<file path="src/rtl/mem_arbiter_pkg.sv">
// Shared types for the I/D memory arbiter: FSM states, requester sides and tag-pipe entries.
package mem_arbiter_pkg;

    localparam int MEM_LAT_DEFAULT = 2;
    localparam int ADDR_W          = 16;
    localparam int DATA_W          = 16;
    localparam int NUM_BANKS       = 4;

    typedef enum logic [1:0] {
        IDLE  = 2'd0,
        GNT_I = 2'd1,
        GNT_D = 2'd2,
        DRAIN = 2'd3
    } arb_state_t;

    typedef enum logic {
        SIDE_I = 1'b0,
        SIDE_D = 1'b1
    } side_t;

    typedef struct packed {
        logic  valid;
        side_t side;
    } tag_t;

    function automatic side_t other_side(input side_t s);
        return (s == SIDE_I) ? SIDE_D : SIDE_I;
    endfunction

    function automatic arb_state_t grant_state(input side_t s);
        return (s == SIDE_D) ? GNT_D : GNT_I;
    endfunction

endpackage

</file>
<file path="src/rtl/mem_arbiter_tag_pipe.sv">
// Fixed-depth shift register remembering which side issued each accepted memory read,
// so returned data can be steered once the memory latency has elapsed.
module arb_tag_pipe
    import mem_arbiter_pkg::*;
#(
    parameter int DEPTH = MEM_LAT_DEFAULT
) (
    input  logic  clk,
    input  logic  clr,
    input  logic  push_valid,
    input  side_t push_side,
    output logic  out_valid,
    output side_t out_side
);

    tag_t pipe [DEPTH];

    always_ff @(posedge clk) begin
        if (clr) begin
            for (int i = 0; i < DEPTH; i++) begin
                pipe[i] <= '0;
            end
        end else begin
            pipe[0] <= '{valid: push_valid, side: push_side};
            for (int i = 1; i < DEPTH; i++) begin
                pipe[i] <= pipe[i-1];
            end
        end
    end

    assign out_valid = pipe[DEPTH-1].valid;
    assign out_side  = pipe[DEPTH-1].side;

endmodule

</file>
<file path="src/rtl/mem_arbiter.sv">
// Burst-granular arbiter sharing one main memory between the I-cache and D-cache controllers;
// forwards the owner's accesses and routes read data back to the side that issued each read.
module mem_arbiter
    import mem_arbiter_pkg::*;
#(
    parameter int MEM_LAT = MEM_LAT_DEFAULT
) (
    input  logic                 clk,
    input  logic                 rst,

    input  logic                 ic_req,
    input  logic [ADDR_W-1:0]    ic_addr,
    input  logic [DATA_W-1:0]    ic_data_in,
    input  logic                 ic_rd,
    input  logic                 ic_wr,
    output logic                 ic_gnt,
    output logic [DATA_W-1:0]    ic_data_out,
    output logic                 ic_dvalid,
    output logic                 ic_stall,
    output logic                 ic_err,

    input  logic                 dc_req,
    input  logic [ADDR_W-1:0]    dc_addr,
    input  logic [DATA_W-1:0]    dc_data_in,
    input  logic                 dc_rd,
    input  logic                 dc_wr,
    output logic                 dc_gnt,
    output logic [DATA_W-1:0]    dc_data_out,
    output logic                 dc_dvalid,
    output logic                 dc_stall,
    output logic                 dc_err,

    output logic [ADDR_W-1:0]    m_addr,
    output logic [DATA_W-1:0]    m_data_in,
    output logic                 m_rd,
    output logic                 m_wr,
    input  logic [DATA_W-1:0]    m_data_out,
    input  logic [NUM_BANKS-1:0] m_busy,
    input  logic                 m_stall,
    input  logic                 m_err
);

    // state | meaning
    // IDLE  | nobody owns memory; pick the next owner (round-robin on a tie)
    // GNT_I | I side owns memory for its burst
    // GNT_D | D side owns memory for its burst
    // DRAIN | MEM_LAT quiet cycles so in-flight reads return before a handoff

    localparam int                CNT_W      = $clog2(MEM_LAT + 1);
    localparam logic [CNT_W-1:0]  DRAIN_LOAD = CNT_W'(MEM_LAT - 1);

    arb_state_t       state, state_next;
    side_t            last_owner, last_owner_next;
    logic [CNT_W-1:0] drain_cnt, drain_next;

    logic              own_valid;
    side_t             own_side;
    logic              own_req, own_rd, own_wr;
    logic [ADDR_W-1:0] own_addr;
    logic [DATA_W-1:0] own_din;
    logic              own_stall, own_err;

    logic              tag_valid;
    side_t             tag_side;

    // Bank conflicts reach the owner through m_stall; per-bank busy plays no part in arbitration.
    logic unused_busy;
    assign unused_busy = ^m_busy;

    always_ff @(posedge clk) begin
        if (rst) begin
            state      <= IDLE;
            last_owner <= SIDE_I;
            drain_cnt  <= '0;
        end else begin
            state      <= state_next;
            last_owner <= last_owner_next;
            drain_cnt  <= drain_next;
        end
    end

    always_comb begin
        state_next      = state;
        last_owner_next = last_owner;
        drain_next      = drain_cnt;
        case (state)
            IDLE: begin
                if (ic_req && dc_req) begin
                    state_next = grant_state(other_side(last_owner));
                end else if (ic_req) begin
                    state_next = GNT_I;
                end else if (dc_req) begin
                    state_next = GNT_D;
                end
            end
            GNT_I: begin
                if (!ic_req) begin
                    state_next      = DRAIN;
                    last_owner_next = SIDE_I;
                    drain_next      = DRAIN_LOAD;
                end
            end
            GNT_D: begin
                if (!dc_req) begin
                    state_next      = DRAIN;
                    last_owner_next = SIDE_D;
                    drain_next      = DRAIN_LOAD;
                end
            end
            DRAIN: begin
                if (drain_cnt == '0) begin
                    state_next = IDLE;
                end else begin
                    drain_next = drain_cnt - CNT_W'(1);
                end
            end
            default: state_next = IDLE;
        endcase
    end

    always_comb begin
        own_valid = (state == GNT_I) || (state == GNT_D);
        own_side  = (state == GNT_D) ? SIDE_D : SIDE_I;
        own_req   = (own_side == SIDE_D) ? dc_req     : ic_req;
        own_rd    = (own_side == SIDE_D) ? dc_rd      : ic_rd;
        own_wr    = (own_side == SIDE_D) ? dc_wr      : ic_wr;
        own_addr  = (own_side == SIDE_D) ? dc_addr    : ic_addr;
        own_din   = (own_side == SIDE_D) ? dc_data_in : ic_data_in;
    end

    // The release cycle (req already low) and rd+wr collisions never reach memory.
    always_comb begin
        m_addr    = '0;
        m_data_in = '0;
        m_rd      = 1'b0;
        m_wr      = 1'b0;
        own_stall = 1'b0;
        own_err   = 1'b0;
        if (own_valid) begin
            m_addr    = own_addr;
            m_data_in = own_din;
            if (!own_req) begin
                own_stall = own_rd | own_wr;
            end else if (own_rd && own_wr) begin
                own_stall = 1'b1;
                own_err   = 1'b1;
            end else begin
                m_rd      = own_rd;
                m_wr      = own_wr;
                own_stall = m_stall;
                own_err   = m_err;
            end
        end
        if (rst) begin
            m_addr    = '0;
            m_data_in = '0;
            m_rd      = 1'b0;
            m_wr      = 1'b0;
            own_stall = 1'b0;
            own_err   = 1'b0;
        end
    end

    always_comb begin
        ic_gnt   = (state == GNT_I);
        dc_gnt   = (state == GNT_D);
        ic_stall = ic_req | ic_rd | ic_wr;
        dc_stall = dc_req | dc_rd | dc_wr;
        ic_err   = 1'b0;
        dc_err   = 1'b0;
        if (state == GNT_I) begin
            ic_stall = own_stall;
            ic_err   = own_err;
        end
        if (state == GNT_D) begin
            dc_stall = own_stall;
            dc_err   = own_err;
        end
        if (rst) begin
            ic_gnt   = 1'b0;
            dc_gnt   = 1'b0;
            ic_stall = 1'b0;
            dc_stall = 1'b0;
            ic_err   = 1'b0;
            dc_err   = 1'b0;
        end
    end

    arb_tag_pipe #(
        .DEPTH (MEM_LAT)
    ) u_tag_pipe (
        .clk        (clk),
        .clr        (rst),
        .push_valid (m_rd & ~m_stall),
        .push_side  (own_side),
        .out_valid  (tag_valid),
        .out_side   (tag_side)
    );

    always_comb begin
        ic_dvalid   = ~rst & tag_valid & (tag_side == SIDE_I);
        dc_dvalid   = ~rst & tag_valid & (tag_side == SIDE_D);
        ic_data_out = ic_dvalid ? m_data_out : '0;
        dc_data_out = dc_dvalid ? m_data_out : '0;
    end

endmodule
</file>
<file path="config.mk">
export PLATFORM = sky130hd
export DESIGN_NAME = mem_arbiter
export DESIGN_NICKNAME = d
export VERILOG_FILES = /design/src/rtl/mem_arbiter_pkg.sv /design/src/rtl/mem_arbiter_tag_pipe.sv /design/src/rtl/mem_arbiter.sv
export SDC_FILE = /design/constraint.sdc
export NUM_CORES = 1
export LEC_CHECK = 0
export CORE_AREA = 2 2 72 91
export CTS_CLUSTER_DIAMETER = 200
export CTS_CLUSTER_SIZE = 24
export DETAILED_ROUTE_END_ITERATION = 12
export DIE_AREA = 0 0 74 93
export GPL_ROUTABILITY_DRIVEN = 0
export GPL_TIMING_DRIVEN = 0
export PLACE_DENSITY = 0.81
export SLEW_MARGIN = 20
export SYNTH_ARGS = -nofsm -noshare
export SYNTH_HDL_FRONTEND = slang
export SYNTH_SLANG_ARGS = --single-unit
</file>
<file path="constraint.sdc">
create_clock -name clk -period 1.9 [get_ports clk]
set_input_delay 0.475 -clock clk [delete_from_list [all_inputs] [get_ports clk]]
set_output_delay 0.475 -clock clk [all_outputs]
set_load 0.01 [all_outputs]
</file>
==> flow_summary.ini, run 1 <==
[worst_setup_path]
slowest_stage = dfxtp_2
timing.critical_path.from_type = register
cp_cell_sequence = inv_4 > ha_4 > mux2i_4 > a2111oi_2 > nor4_1 > buf_2
setup.worst_path.start = state[0]
worst-r2r-cell-count = 6
crit_end = dc_stall
path_buf_inv = 2
critical_path_arrival_ns = 1.67
crit_path_max_fanout = 7
cp_data_required_time_ns = 1.42
worstSetupPathDepth = 6
crit_family = flip-flops
crit_path_end_kind = output pin
cpPeakStageDelay_ns = 0.33
rr_endpoint = drain_cnt[1]
regToRegSetupSlack_ns = 0.27
timing_worst_setup_path_type = register to output pin
crit-reg2reg-launch = state[0]

[timing]
clock-skew-final_ns = 0.003189
setup-tns-final_ns = -4.296
hold_viol = 0
setup_viol = 38
portion_of_the_clock_cycle_consumed_by_the_worst_path_in_the_final_layout_pct = 113.0
setup_repair_after_global_routing_missed_its_margin = true
achievable-frequency_mhz = 465.8
worst_slew_margin_rel_pct = 76.59
worst_setup_margin_ns = -0.2468
drv_slew = 0
worst_margin_pin_slew_ns = 0.3511
timing.final.crit_period_ns = 2.147

[place]
place_area_sq_um = 3138
io_buffer_count = 162
dp_cells = 435
dp_hpwl_mm = 4.489

[finish]
post_layout_nonfiller_instances = 452
layout.filler_cells = 584
areaGrowthSynthToFinish_pct = 138.1
antenna-diode-count = 0
layout.cell_area.non_filler_sq_um = 3328
most_frequent_standard_cell_in_the_layout_excluding_fill_and_tap_cells = clkdlybuf4s50_1
layout.nets = 467
layout.cells.most_common_list = 82 x clkdlybuf4s50_1, 37 x nor2_1, 37 x buf_2, 32 x mux2i_1, 28 x and2_1
layout_cell_share_with_drive_strength_beyond_1_pct = 31.06

[hold_path]
min_from = u_tag_pipe.pipe[0][0]
hold_path.class = register to register

[route]
vias = 2010
total_length_of_routed_wires_mm = 5.601
remaining_drc_errors = 0
route.detailed.wl_per_inst_um = 12.39
detail_route.iter0.violations = 21
antenna_violating_nets_post_route = 0
drt-vias-per-instance = 4.447
first_pass_iters = 4

[global_route]
antenna_found_initial = 0
met1_usage_pct = 16.66
global_route.peak_usage_layer = met2
grt_max_degree = 11
grt_use_met2_pct = 30.36
grt-ovfl-total = 0
grt_pass1_wl_mm = 8.894
grt.met3_usage_pct = 3.987
first_global_vias = 1990
grtUsageTotal_pct = 15.87

[power]
cell_pwr_density_nw_per_um2 = 890.0
power_mw = 2.962
leakagePower_nw = 1.496
peakVddDrop_v = 0.0006395

[floorplan]
placement_rows = 32
die-height_um = 93
dieArea_sq_um = 6882
ios = 168
initial_utilization_pct = 23.12
die_w_um = 74
coreArea_sq_um = 6046

[flow_run]
maxCapViolations = 0

[synthesis]
netlist_instances = 188
dominantRegCellSynth = dfxtp_1
async_reset_ff_share_pct = 0
synth-edff-count = 0
netlist_area_sq_um = 1398
postSynthRegisterBits = 9
postSynthNetCount = 287
netlist-cell-type-count = 41
yosysWarningCount = 0
yosysSeqAreaShare_pct = 12.89
synth.avg_cell_area_sq_um = 7.434

[clock_network]
tritoncts = yes
insertion_delay_ns = 0.24
clk_path_buf_depth = 2
htreeDepth = 1
clk_root_buffer_cell = clkbuf_8
clock_sink_count = 9
clkSlewWorstSetupHoldPaths_ns = 0.05
cts_inserted_buffers = 3

[run_status]
status = finished with violations
violations = setup timing
[final cells by class]
type / instances / area (sq um) / share of cell area, %
tap: 85 / 106.4 / 3.195
buffer: 11 / 150.1 / 4.511
multi-input combinational: 158 / 1246 / 37.44
inverter: 7 / 31.28 / 0.9399
sequential: 9 / 185.2 / 5.564
timing repair buffer: 178 / 1564 / 46.99
clock buffer: 4 / 45.04 / 1.353
[worst min-delay path by stage]
stage / endpoint / slack [ns] / cells past startpoint
floorplan: u_tag_pipe.pipe[0][2] / 0.41 / 1
global placement: u_tag_pipe.pipe[0][2] / 0.42 / 1
detailed placement: u_tag_pipe.pipe[0][2] / 0.43 / 1
CTS: u_tag_pipe.pipe[0][2] / 0.44 / 1
global route: u_tag_pipe.pipe[0][2] / 0.45 / 1
finish: u_tag_pipe.pipe[0][2] / 0.44 / 1
[report_power, final]
part | internal (mW) | switching, mW
clock | 0.147 | 0.0803
combinational | 1.34 | 1.10
sequential | 0.249 | 0.0491
total | 1.73 | 1.23
[synth_stat cells (2+ instances only)]
| library cell | instances | area share (%) |
|---|---|---|
| and2_1 | 32 | 14 |
| o21ai_0 | 3 | 1.1 |
| nor2_1 | 40 | 11 |
| buf_2 | 4 | 1.4 |
| ha_1 | 5 | 4.5 |
| inv_1 | 7 | 1.9 |
| and3b_1 | 3 | 1.9 |
| clkbuf_1 | 4 | 1.1 |
| a31oi_1 | 2 | 0.90 |
| buf_4 | 3 | 1.6 |
| nor4_1 | 3 | 1.3 |
| nand2_1 | 2 | 0.54 |
| mux2i_1 | 34 | 24 |
| buf_6 | 2 | 1.6 |
| nor2b_1 | 2 | 0.90 |
| or2b_1 | 2 | 1.1 |
| dfxtp_1 | 9 | 13 |
| nor3_1 | 5 | 1.8 |
| nand2b_1 | 4 | 1.8 |
[routing by layer]
metal	vias up	wire length, um
li1	1001	-
met1	877	1982
met2	127	2923
met3	5	635
met4	0	60
met5	-	0
[cells by family after synthesis]
logic type,Yosys count,synth area share (%)
DFF,9,12.89
and+or+nand+nor,102,39.84
buffers and inverters,21,8.594
adders and majority gates,5,4.476
muxes,34,24.35
AOI/OAI and AO/OA,17,9.848
[registers in the layout (all words and copies together) (netlist names)]
register and count:
last_owner 1, u_tag_pipe.pipe 4, drain_cnt 2, state 2
[stage by stage]
step / setup WS, ns / hold slack, ns / util [%]
floorplan: -0.02743 / 0.4138 / -
global placement: -1.088 / 0.4194 / 51.90
detailed placement: -1.114 / 0.4282 / 51.90
CTS: -0.3337 / 0.4386 / 54.62
global route: -0.3422 / 0.4506 / 55.05
finish: -0.2468 / 0.4365 / 55.05
[repair_timing]
action | CTS | global route
pin swaps | 10 | 9
gates resized for setup | 244 | 79
endpoints found under the setup margin | 74 | 55
hold buffers | 0 | 0
gates cloned | 0 | 2
setup buffers | 11 | 3
No activity file was read; power rests on OpenSTA's default activity.
==> inputs of run 2 (changes only) <==
RECOVER_POWER = 50   (was unset)
==> flow_summary.ini, run 2 (synthesis gave the netlist of run 1 again) <==
[run_status]
status = finished with violations
violations = setup timing

[worst_setup_path]
worst-r2r-cell-count = 6
regToRegSetupSlack_ns = 0.27
timing.critical_path.from_type = register
crit-reg2reg-launch = state[0]
timing_worst_setup_path_type = register to output pin
critical_path_arrival_ns = 1.67
rr_endpoint = drain_cnt[1]
cp_data_required_time_ns = 1.42
crit_path_max_fanout = 7
cpPeakStageDelay_ns = 0.33
cp_cell_sequence = inv_4 > ha_4 > mux2i_4 > a2111oi_2 > nor4_1 > buf_2
crit_path_end_kind = output pin
slowest_stage = dfxtp_2

[place]
dp_hpwl_mm = 4.489
io_buffer_count = 162
place_worst_setup_slack_ns = -1.114

[finish]
most_frequent_standard_cell_in_the_layout_excluding_fill_and_tap_cells = clkdlybuf4s50_1
register_with_the_highest_flop_count = u_tag_pipe.pipe
top_regs = u_tag_pipe.pipe x4, drain_cnt x2, state x2
antenna-diode-count = 0
layout_cell_share_with_drive_strength_beyond_1_pct = 30.79
layout.cells.most_common_list = 82 x clkdlybuf4s50_1, 37 x nor2_1, 37 x buf_2, 32 x mux2i_1, 28 x and2_1
max_ffs_per_register = 4
areaGrowthSynthToFinish_pct = 137.4
layout.nets = 467

[route]
antenna_violating_nets_post_route = 0
detail_route.iter0.violations = 19
drt-vias-per-instance = 4.454
total_length_of_routed_wires_mm = 5.602
route.detailed.wl_per_inst_um = 12.39
vias = 2013
first_pass_iters = 4
remaining_drc_errors = 0

[timing]
worst_slew_margin_rel_pct = 66.58
portion_of_the_clock_cycle_consumed_by_the_worst_path_in_the_final_layout_pct = 113.0
setup_repair_after_global_routing_missed_its_margin = true
clock-skew-final_ns = 0.003166
timing.final.crit_period_ns = 2.147
worst_setup_margin_ns = -0.2471
setup-tns-final_ns = -4.345
drv_slew = 0
hold_viol = 0
setup_viol = 39
achievable-frequency_mhz = 465.7
worst_margin_pin_slew_ns = 0.5013

[clock_network]
clk_path_buf_depth = 2
clock_sink_count = 9
tritoncts = yes
insertion_delay_ns = 0.24
cts_inserted_buffers = 3
post_cts_hold_buffer_count = 0
clk_root_buffer_cell = clkbuf_8
htreeDepth = 1
clkSlewWorstSetupHoldPaths_ns = 0.05

[global_route]
grt_pass1_wl_mm = 8.894
grt-ovfl-total = 0
first_global_vias = 1990
grtUsageTotal_pct = 15.87
grt_max_degree = 11
antenna_found_initial = 0

[floorplan]
die_w_um = 74
ios = 168
placement_rows = 32
die-height_um = 93
dieArea_sq_um = 6882
initial_utilization_pct = 23.12
coreArea_sq_um = 6046

[hold_path]
timing.hold.worst_endpoint = u_tag_pipe.pipe[0][2]
hold_path.class = register to register
min_from = u_tag_pipe.pipe[0][0]
timing.hold.worst_path_depth = 1

[flow_run]
maxCapViolations = 0

[power]
leakagePower_nw = 1.490
peakVddDrop_v = 0.0006394
cell_pwr_density_nw_per_um2 = 892.4
[run 2: cell counts in the layout (fill, tap and decap cells not counted)]
Identical to the previous run, type by type.
[run 2: what timing repair did]
item                                    in CTS  in global routing
setup buffers                               11                  3
pin swaps                                   10                  9
gates resized for setup                    244                 79
gates cloned                                 0                  2
endpoints found under the setup margin      74                 55
[run 2: layout make-up]
type	count	area, sq um
inverters	7	31.28
plain buffers	11	140.1
repair buffers	178	1564
fillers	585	2728
multi-input cells	158	1246
flip-flops and latches	9	185.2
well taps	85	106.4
clock buffers	4	45.04
[run 2: power by group]
part / leakage [nW] / internal, mW / switching [mW]
Clock: 0.0228 / 0.147 / 0.0803
Sequential: 0.0746 / 0.249 / 0.0491
Combinational: 1.39 / 1.34 / 1.10
Total: 1.49 / 1.73 / 1.23
[run 2: worst max path at each step]
stage	cells past startpoint	slack (ns)	end	startpoint
after floorplan	6	-0.03	ic_err	state[0]
after global placement	5	-1.09	ic_data_out[7]	rst
after detailed placement	5	-1.11	ic_data_out[7]	rst
after CTS	7	-0.33	ic_stall	state[0]
after global routing	6	-0.34	dc_stall	state[0]
final	6	-0.25	dc_stall	state[0]
[run 2: worst max-delay path, delay by kind of cell, from the launching register on]
family          cells  cell delay (ns)
buf+inv             2             0.26
simple gates        1             0.29
flops               1             0.33
mux                 1             0.29
compound gates      1             0.06
fa+ha+maj           1             0.20
[run 2: per-layer routing]
| layer | track usage (%) | vias up | routed length [um] |
|---|---|---|---|
| li1 | - | 1000 | - |
| met1 | 16.66 | 879 | 1957 |
| met2 | 30.36 | 129 | 2920 |
| met3 | 3.987 | 5 | 663 |
| met4 | 4.091 | 0 | 60 |
| met5 | 0 | - | 0 |
[run 2: per-stage QoR]
step	instances	hold slack, ns	utilization [%]	cell area (sq um)	power (mW)
floorplan	188	0.4138	-	1410	1.493
global placement	435	0.4194	51.90	3138	2.323
detailed placement	435	0.4282	51.90	3138	2.350
CTS	449	0.4386	54.62	3302	2.874
global route	452	0.4506	54.88	3318	3.198
finish	452	0.4365	54.88	3318	2.961
==> inputs of run 3 (changes only) <==
ABC_CLOCK_PERIOD_IN_PS = 1900   (was unset)
==> results of run 3 <==
Same layout as run 2: the final DEF is identical, and so are final timing and power.
